--- config.mk ---
export PLATFORM = sky130hd
export DESIGN_NAME = arb_vrp_wrr
export DESIGN_NICKNAME = d
export VERILOG_FILES = /design/src/rtl/arb_vrp_pkg.sv /design/src/rtl/arb_wrr_core.sv /design/src/rtl/real_mux_onehot.sv /design/src/rtl/arb_vrp_wrr.sv
export SDC_FILE = /design/constraint.sdc
export NUM_CORES = 1
export LEC_CHECK = 0
export ABC_AREA = 1
export BUFFER_PORTS_ARGS = -buffer_cell sky130_fd_sc_hd__buf_2
export CAP_MARGIN = 20
export CORE_ASPECT_RATIO = 1.2
export CORE_MARGIN = 2
export CORE_UTILIZATION = 30
export DETAILED_ROUTE_END_ITERATION = 10
export MAX_ROUTING_LAYER = met4
export PLACE_DENSITY = 0.68
export SLEW_MARGIN = 20
export SYNTH_ARGS = -nofsm -noshare
export SYNTH_HDL_FRONTEND = slang
export SYNTH_HIERARCHICAL = 1
export SYNTH_SLANG_ARGS = --single-unit
--- constraint.sdc ---
create_clock -name clk -period 4.7 [get_ports clk]
set_input_delay 1.175 -clock clk [delete_from_list [all_inputs] [get_ports clk]]
set_output_delay 1.175 -clock clk [all_outputs]
set_load 0.02 [all_outputs]
--- src/rtl/arb_vrp_pkg.sv ---
// Shared arbitration mode codes and grant helper functions.
package arb_vrp_pkg;

    localparam int ARB_FP  = 0;
    localparam int ARB_RR  = 1;
    localparam int ARB_WRR = 2;

    // Helpers work on a fixed-width vector; callers zero-extend their request vector.
    localparam int MAXW = 32;

    // One-hot of the first set bit at or after ptr, searching cyclically.
    // Bits above the caller's width are zero, so the wrap lands at the caller's width.
    function automatic logic [MAXW-1:0] rr_pick(input logic [MAXW-1:0] vld,
                                                input logic [4:0]      ptr);
        logic [MAXW-1:0] res;
        logic [4:0]      j;
        res = '0;
        // Walk from farthest to nearest so the nearest set bit is the one kept.
        for (int k = MAXW - 1; k >= 0; k--) begin
            j = ptr + 5'(k);
            if (vld[j]) res = MAXW'(1) << j;
        end
        return res;
    endfunction

    function automatic logic [4:0] onehot2idx(input logic [MAXW-1:0] oh);
        logic [4:0] idx;
        idx = '0;
        for (int k = 0; k < MAXW; k++)
            if (oh[k]) idx = idx | 5'(k);
        return idx;
    endfunction

endpackage

--- src/rtl/arb_wrr_core.sv ---
// Grant selection plus round-robin pointer, weight counter, packet lock and stall hold.
module arb_wrr_core
    import arb_vrp_pkg::*;
#(
    parameter int MODE      = ARB_RR,
    parameter int WIDTH     = 4,
    parameter int WGT_WIDTH = 4,
    parameter int IDW       = $clog2(WIDTH)
) (
    input  logic                            clk,
    input  logic                            rst_n,
    input  logic [WIDTH-1:0]                v_vld,
    input  logic [WIDTH-1:0]                v_last,
    input  logic [WIDTH-1:0][WGT_WIDTH-1:0] v_wgt,
    input  logic                            accept,
    input  logic                            out_stall,
    output logic [WIDTH-1:0]                v_grant,
    output logic [IDW-1:0]                  grant_idx
);

    logic [IDW-1:0]       ptr, owner, g_nxt;
    logic [WGT_WIDTH-1:0] pkt_cnt, cnt_base;
    logic [WGT_WIDTH:0]   ew, cnt_inc;
    logic                 locked, hold;
    logic [WIDTH-1:0]     prev_grant, owner_oh;
    logic [MAXW-1:0]      pick;

    // Grant priority: lock owner, then held grant under output stall, then fresh pick.
    always_comb begin
        pick     = rr_pick(MAXW'(v_vld), (MODE == ARB_FP) ? 5'd0 : 5'(ptr));
        owner_oh = WIDTH'(1) << owner;
        if (locked)    v_grant = v_vld & owner_oh;
        else if (hold) v_grant = v_vld & prev_grant;
        else           v_grant = pick[WIDTH-1:0];
        grant_idx = IDW'(onehot2idx(MAXW'(v_grant)));
    end

    // Next pointer and weighted-packet bookkeeping for the current winner.
    always_comb begin
        g_nxt    = (grant_idx == IDW'(WIDTH - 1)) ? '0 : grant_idx + 1'b1;
        ew       = (v_wgt[grant_idx] == '0) ? (WGT_WIDTH+1)'(1) : {1'b0, v_wgt[grant_idx]};
        // A winner other than ptr starts a fresh weight count.
        cnt_base = (grant_idx != ptr) ? '0 : pkt_cnt;
        cnt_inc  = {1'b0, cnt_base} + 1'b1;
    end

    // Lock, hold and pointer state; ptr only moves on packet completion.
    always_ff @(posedge clk or negedge rst_n) begin
        if (!rst_n) begin
            ptr        <= '0;
            pkt_cnt    <= '0;
            locked     <= 1'b0;
            owner      <= '0;
            hold       <= 1'b0;
            prev_grant <= '0;
        end else begin
            hold       <= out_stall;
            prev_grant <= v_grant;
            if (accept) begin
                if (!v_last[grant_idx]) begin
                    locked <= 1'b1;
                    owner  <= grant_idx;
                end else begin
                    locked <= 1'b0;
                    if (MODE == ARB_RR) begin
                        ptr <= g_nxt;
                    end else if (MODE == ARB_WRR) begin
                        if (cnt_inc < ew) begin
                            ptr     <= grant_idx;
                            pkt_cnt <= cnt_inc[WGT_WIDTH-1:0];
                        end else begin
                            ptr     <= g_nxt;
                            pkt_cnt <= '0;
                        end
                    end
                end
            end
        end
    end

endmodule

--- src/rtl/real_mux_onehot.sv ---
// AND-OR multiplexer driven by a one-hot (or all-zero) select.
module real_mux_onehot #(
    parameter int N = 4,
    parameter int W = 32
) (
    input  logic [N-1:0] sel,
    input  logic [W-1:0] din [N],
    output logic [W-1:0] dout
);

    // OR of every input gated by its select bit; zero select gives zero.
    always_comb begin
        dout = '0;
        for (int i = 0; i < N; i++)
            dout = dout | (din[i] & {W{sel[i]}});
    end

endmodule

--- src/rtl/arb_vrp_wrr.sv ---
// N:1 valid/ready arbiter with packet lock, weighted RR and optional output slice.
module arb_vrp_wrr
    import arb_vrp_pkg::*;
#(
    parameter int MODE      = 1,
    parameter int OUT_REG   = 1,
    parameter int WIDTH     = 4,
    parameter int PLD_WIDTH = 32,
    parameter int WGT_WIDTH = 4,
    parameter int IDW       = $clog2(WIDTH)
) (
    input  logic                            clk,
    input  logic                            rst_n,
    input  logic [WIDTH-1:0]                v_vld_s,
    output logic [WIDTH-1:0]                v_rdy_s,
    input  logic [PLD_WIDTH-1:0]            v_pld_s [WIDTH],
    input  logic [WIDTH-1:0]                v_last_s,
    input  logic [WIDTH-1:0][WGT_WIDTH-1:0] v_wgt_s,
    output logic                            vld_m,
    input  logic                            rdy_m,
    output logic [PLD_WIDTH-1:0]            pld_m,
    output logic                            last_m,
    output logic [IDW-1:0]                  id_m
);

    logic [WIDTH-1:0] grant;
    logic [IDW-1:0]   grant_idx;
    logic             accept, out_stall;
    logic [PLD_WIDTH:0] mux_in [WIDTH];
    logic [PLD_WIDTH:0] mux_out;

    assign accept = |(v_vld_s & v_rdy_s);

    // Last flag travels with the payload through the mux.
    always_comb begin
        for (int i = 0; i < WIDTH; i++)
            mux_in[i] = {v_last_s[i], v_pld_s[i]};
    end

    arb_wrr_core #(
        .MODE(MODE), .WIDTH(WIDTH), .WGT_WIDTH(WGT_WIDTH), .IDW(IDW)
    ) u_core (
        .clk(clk), .rst_n(rst_n), .v_vld(v_vld_s), .v_last(v_last_s), .v_wgt(v_wgt_s),
        .accept(accept), .out_stall(out_stall), .v_grant(grant), .grant_idx(grant_idx)
    );

    real_mux_onehot #(.N(WIDTH), .W(PLD_WIDTH + 1)) u_mux (
        .sel(grant), .din(mux_in), .dout(mux_out)
    );

    generate
        if (OUT_REG == 0) begin : g_comb
            // Pass-through; outputs forced quiet while reset is held.
            assign vld_m     = rst_n & |(v_vld_s & grant);
            assign v_rdy_s   = grant & {WIDTH{rst_n & rdy_m}};
            assign pld_m     = rst_n ? mux_out[PLD_WIDTH-1:0] : '0;
            assign last_m    = rst_n & mux_out[PLD_WIDTH];
            assign id_m      = rst_n ? grant_idx : '0;
            assign out_stall = vld_m & ~rdy_m;
        end else begin : g_reg
            logic slice_en;
            assign slice_en  = ~vld_m | rdy_m;
            assign v_rdy_s   = grant & {WIDTH{slice_en}};
            assign out_stall = 1'b0;

            // Register slice: load on accept, drain when the sink takes the beat.
            always_ff @(posedge clk or negedge rst_n) begin
                if (!rst_n) begin
                    vld_m  <= 1'b0;
                    pld_m  <= '0;
                    last_m <= 1'b0;
                    id_m   <= '0;
                end else if (accept) begin
                    vld_m  <= 1'b1;
                    pld_m  <= mux_out[PLD_WIDTH-1:0];
                    last_m <= mux_out[PLD_WIDTH];
                    id_m   <= grant_idx;
                end else if (rdy_m) begin
                    vld_m  <= 1'b0;
                end
            end
        end
    endgenerate

endmodule

==> results.cfg, run 1 <==
[status]
status = complete, no violations

[route]
viasPerCell = 4.35
ant_nets = 0
wirelength_mm = 11.9
dr.pass1.iters = 4
vias = 4337
drt_iter0_drc = 161
routedWlPerCell_um = 11.9
drc = 0

[logic_synthesis]
ys_seq_area_frac = 0.282
synth_ff_type = dfrtp_1
yosysUniqueCellTypes = 33
synth_top_family_by_area = simple AND/OR/NAND/NOR gates
yosys.area_share.adder = 0.0215
yosys_warnings = 6
synthMuxAreaShare = 0
synth_nets = 824
synthSimpleGateAreaFrac = 0.462
ys_ff_latch = 46
synth_async_sr_flop_share = 1.00
syn_inst = 662
synth_compound_area_frac = 0.0748
syn_area_sq_um = 4080
synthXorXnorAreaFrac = 0
avgSynthCellArea_sq_um = 6.17
synth_edf_count = 0

[grt]
grt_pass1_vias = 4236
grt_usage = 0.168
grt-busiest-layer = met2
grt_pass1_wl_mm = 19.7
overflow = 0
use_met3 = 0.0294
grt_max_degree = 47
grt_antenna_before_repair = 0
met1_usage = 0.194
grt_use_met2 = 0.296

[setup_path]
r2r-start = u_core/ptr[1]$_DFFE_PN0P_
r2r-end = pld_m[28]$_DFFE_PN0P_
cpMaxStageDelayCell = buf_2
crit_type = primary input to output pin
worstSetupEndpointType = output pin
arrival_ns = 2.95
critPathTopFamily = simple AND/OR/NAND/NOR gates
crit_chain = buf_2 -> inv_1 -> nand2_1 -> nand3_2 -> nand2_4 -> nand2_4 -> nand2_1 -> inv_1 -> a21oi_1 -> nand2_1 -> nand2_1 -> nand2_1 -> nand2_1 -> nand2_4 -> inv_1 -> inv_1 -> nor2_1 -> buf_2
regToRegSetupSlack_ns = 0.93
cp.buffers_inverters = 6
critPathLaunchType = primary input
worstPathRequired_ns = 3.52
startpoint = v_vld_s[2]
crit_fanout = 6
reg2reg_depth = 23
slowest_delay_ns = 0.19
cpMostUsedCell = nand2_1

[clock_tree]
cts-resized-gates = 0
clk_latency_ns = 0.29
postCtsHoldBufs = 0
cts.sinks = 46
cts_tree = done
path_clk_slew_ns = 0.06
root_buffer = clkbuf_16
clockBufferDepth = 2
cts_buffers = 5
cts_setup_buffers = 0
cts-htree-levels = 2

[hold_path]
whs_path_depth = 2
whs_endpoint = pld_m[27]$_DFFE_PN0P_
hold_path.class = flop to flop
hold_path.startpoint = pld_m[27]$_DFFE_PN0P_

[timing]
slew_headroom = 0.602
finalSetupTns_ns = 0
slew_violations = 0
rsz0062_at_grt = false
fin_crit_sh = 0.879
worstMarginPinSlew_ns = 0.597
setup_viol = 0
min_period_ns = 4.13
fmax_mhz = 242
clock_skew_ns = 0.00435
hold_viol_final = 0
finalWorstSetupSlack_ns = 0.570

[power_and_ir_drop]
powerDensity_nw_per_um2 = 682
ir_drop_mv = 0.272
power_leakage_nw = 3.21

[finish]
layout_common_cells = nand2_1 (338), buf_2 (177), inv_1 (96)
nNetsFinal = 990
seqCellArea_sq_um = 1150
num_antenna_cells = 0
multi_input_area_sq_um = 2280
syn2layout_area_growth_pct = 25.6
fill_cells = 1442
final_common_cell = nand2_1
drive_above_1_share = 0.304

[place]
io_buffer_count = 178
pre_cts_slack_ns = 0.543
routabilityCongestion = 0.909
place_hpwl_mm = 8.93

[floorplanning]
die_h_um = 132
die_area_sq_um = 14600
pin_count = 195
core-area_sq_um = 13200
rows = 46
start_util = 0.308
die_x_um = 110

[job]
cap_viol_max_count = 0
-- layer usage --
metal  share of wire  wire length [um]  vias to the layer above
li1                -                 -                     2300
met1            0.42              5030                     1866
met2            0.49              5850                      154
met3           0.064               764                       17
met4           0.018               218                        0
met5               0                 0                        -
-- cells by family after synthesis --
family / after synthesis
and+or+nand+nor: 425
buffers and inverters: 128
AOI/OAI and AO/OA: 55
DFF: 46
adders and majority gates: 7
other: 1
-- cells in the mapped netlist (all sizes together), types with 2 or more instances --
| master | instances | share of area |
|---|---|---|
| nand4 | 2 | 0.0031 |
| clkbuf | 7 | 0.010 |
| nand3 | 34 | 0.055 |
| a21oi | 5 | 0.0089 |
| o21ai | 44 | 0.054 |
| o211ai | 2 | 0.0037 |
| ha | 7 | 0.021 |
| buf | 19 | 0.054 |
| inv | 101 | 0.094 |
| nand2 | 379 | 0.39 |
| dfrtp | 46 | 0.28 |
| nor2 | 8 | 0.011 |
-- worst min-delay path, delay by kind of cell (launching register included) --
kind | cells | cell delay (ns)
flip-flops | 1 | 0.34
AND/OR/NAND/NOR | 2 | 0.10
-- power breakdown --
part / internal (mW) / switching, mW
registers: 0.588 / 0.106
logic: 0.790 / 1.66
clock network: 0.211 / 0.145
-- registers in the layout (all words and copies together), names as in the netlist --
| register | cells |
|---|---|
| u_core/hold | 1 |
| u_core/ptr | 2 |
| u_core/locked | 1 |
| id_m | 2 |
| u_core/owner | 2 |
| pld_m | 32 |
| u_core/prev_grant | 4 |
| vld_m | 1 |
| last_m | 1 |
-- how the worst max path moves through the flow --
stage	slack [ns]	cells after the start	end
floorplan	0.96	15	v_rdy_s[3]
global placement	0.53	22	pld_m[31]$_DFFE_PN0P_
detailed placement	0.54	22	pld_m[15]$_DFFE_PN0P_
CTS	0.61	18	v_rdy_s[3]
global route	0.39	18	v_rdy_s[3]
finish	0.57	18	v_rdy_s[3]
-- through the flow --
step           utilization  instance area, sq um  hold WS, ns  power (mW)  std cells
3_5_place_dp         0.376                  4980        0.460        3.17        989
6_report             0.387                  5130        0.473        3.50        997
4_1_cts              0.387                  5120        0.477        3.54        997
5_1_grt              0.387                  5130        0.488        3.89        997
2_1_floorplan            -                  4080        0.463        2.68        662
3_3_place_gp         0.376                  4980        0.458        3.15        989
-- final cells by class --
cell class | count | area share
inverters | 102 | 0.0757
flip-flops and latches | 46 | 0.225
repair buffers | 185 | 0.185
well taps | 168 | 0.0410
clock buffers | 7 | 0.0278
multi-input cells | 488 | 0.445
clock inverters | 1 | 0.000976
Power figures use the tool's default switching activity.
==> inputs of run 2 (changes only) <==
--- a/config.mk
+++ b/config.mk
@@ -6,7 +6,7 @@
 export NUM_CORES = 1
 export LEC_CHECK = 0
 export ABC_AREA = 1
-export BUFFER_PORTS_ARGS = -buffer_cell sky130_fd_sc_hd__buf_2
+export BUFFER_PORTS_ARGS = -buffer_cell sky130_fd_sc_hd__buf_4
 export CAP_MARGIN = 20
 export CORE_ASPECT_RATIO = 1.2
 export CORE_MARGIN = 2
==> run 2 against run 1 <==
Total power rose by 4.7%; critical path type is now flop to output pin; non-clock buffer count did not move; largest power group unchanged; critical endpoint unchanged; clock skew fell by 0.0020 ns; wire length rose by 5.8%; design area rose by 8.6%; die area did not move.
==> results.cfg, run 2 (synthesized netlist as in run 1, its figures left out) <==
[place]
place_hpwl_mm = 9.40
dpl_cell_area_sq_um = 5420
routabilityCongestion = 0.930
io_buffer_count = 178

[finish]
top_register = pld_m
largest_registers = pld_m: 32 flops, u_core/prev_grant: 4 flops
fill_cells = 1400
stdcell_area_sq_um = 5570
layout_common_cells = nand2_1 (338), buf_4 (185), inv_1 (96)
largest_reg_flops = 32
syn2layout_area_growth_pct = 36.4
final_common_cell = nand2_1
nNetsFinal = 990
num_antenna_cells = 0
drive_above_1_share = 0.304

[route]
wirelength_mm = 12.6
vias = 4433
drt_iter0_drc = 182
drc = 0
viasPerCell = 4.45
dr.pass1.iters = 4
ant_nets = 0
routedWlPerCell_um = 12.6

[status]
status = complete, no violations

[clock_tree]
cts-resized-gates = 0
cts.sinks = 46
clockBufferDepth = 2
clk_latency_ns = 0.29
cts_tree = done
path_clk_slew_ns = 0.06
cts_setup_buffers = 0
root_buffer = clkbuf_16
cts-htree-levels = 2
postCtsHoldBufs = 0
cts_buffers = 5

[setup_path]
critPathLaunchType = flop
reg2reg_depth = 20
startpoint = u_core/ptr[0]$_DFFE_PN0P_
worstSetupEndpointType = output pin
worstPathRequired_ns = 3.52
regToRegSetupSlack_ns = 0.74
r2r-end = u_core/ptr[0]$_DFFE_PN0P_
crit_end = v_rdy_s[3]
arrival_ns = 3.07
crit_type = flop to output pin
r2r-start = u_core/ptr[0]$_DFFE_PN0P_
crit_fanout = 12

[grt]
grt_max_degree = 47
grt_pass1_wl_mm = 20.9
overflow = 0
grt_pass1_vias = 4400
grt_antenna_before_repair = 0
grt_usage = 0.178

[floorplanning]
pin_count = 195
core-area_sq_um = 13200
rows = 46
die_x_um = 110
start_util = 0.308
die_h_um = 132
die_area_sq_um = 14600

[timing]
rsz0062_at_grt = false
slew_headroom = 0.594
worstMarginPinSlew_ns = 0.609
fmax_mhz = 236
setup_viol = 0
slew_violations = 0
hold_viol_final = 0
min_period_ns = 4.24
clock_skew_ns = 0.00235
fin_crit_sh = 0.902
finalSetupTns_ns = 0

[power_and_ir_drop]
powerDensity_nw_per_um2 = 658
ir_drop_mv = 0.334
power_leakage_nw = 3.34
power_mw = 3.66

[hold_path]
hold_path.class = flop to flop

[job]
cap_viol_max_count = 0
[run 2: where the power goes]
group / switching, mW / internal (mW)
Clock: 0.151 / 0.211
Combinational: 1.68 / 0.912
Sequential: 0.125 / 0.588
[run 2: stage by stage]
| step | hold slack [ns] | setup slack, ns | util | instances |
|---|---|---|---|---|
| 6_report | 0.481 | 0.459 | 0.421 | 997 |
| 5_1_grt | 0.497 | 0.210 | 0.421 | 997 |
| 4_1_cts | 0.485 | 0.462 | 0.421 | 997 |
| 3_5_place_dp | 0.467 | 0.611 | 0.410 | 989 |
| 3_3_place_gp | 0.463 | 0.655 | 0.410 | 989 |
| 2_1_floorplan | 0.463 | 0.964 | - | 662 |
[run 2: cell type report]
type,count,area (sq um),share of cell area
Multi-Input combinational cell,488,2280,0.410
Timing Repair Buffer,185,1390,0.249
Clock buffer,7,143,0.0256
Sequential cell,46,1150,0.207
Inverter,102,388,0.0696
Tap cell,168,210,0.0377
Clock inverter,1,5.00,0.000899
[run 2: worst min-delay path by stage]
stage	startpoint	end	slack, ns	cells past startpoint
3_3_place_gp	pld_m[5]$_DFFE_PN0P_	pld_m[5]$_DFFE_PN0P_	0.46	2
5_1_grt	pld_m[13]$_DFFE_PN0P_	pld_m[13]$_DFFE_PN0P_	0.50	2
2_1_floorplan	u_core/owner[1]$_DFFE_PN0P_	u_core/owner[1]$_DFFE_PN0P_	0.46	2
4_1_cts	pld_m[3]$_DFFE_PN0P_	pld_m[3]$_DFFE_PN0P_	0.48	2
6_report	pld_m[3]$_DFFE_PN0P_	pld_m[3]$_DFFE_PN0P_	0.48	2
3_5_place_dp	pld_m[3]$_DFFE_PN0P_	pld_m[3]$_DFFE_PN0P_	0.47	2
[run 2: metal layers]
metal | vias up | track usage | wire [um]
met3 | 19 | 0.0340 | 791
met1 | 1951 | 0.203 | 5250
met2 | 163 | 0.317 | 6260
li1 | 2300 | - | -
met5 | - | - | 0
met4 | 0 | 0.0528 | 252
[run 2: critical path: stages (launching register included)]
cell	delay, ns
dfrtp_1	0.68
inv_6	0.12
ha_1	0.42
inv_2	0.16
nand3_1	0.15
nand2_4	0.13
nand4_1	0.09
nand2_1	0.07
nand3_1	0.06
nand2_1	0.07
nand2_1	0.06
nand2_1	0.05
nand2_1	0.04
nand2_1	0.09
nand2_4	0.10
inv_1	0.10
inv_1	0.04
nor2_1	0.16
buf_4	0.17
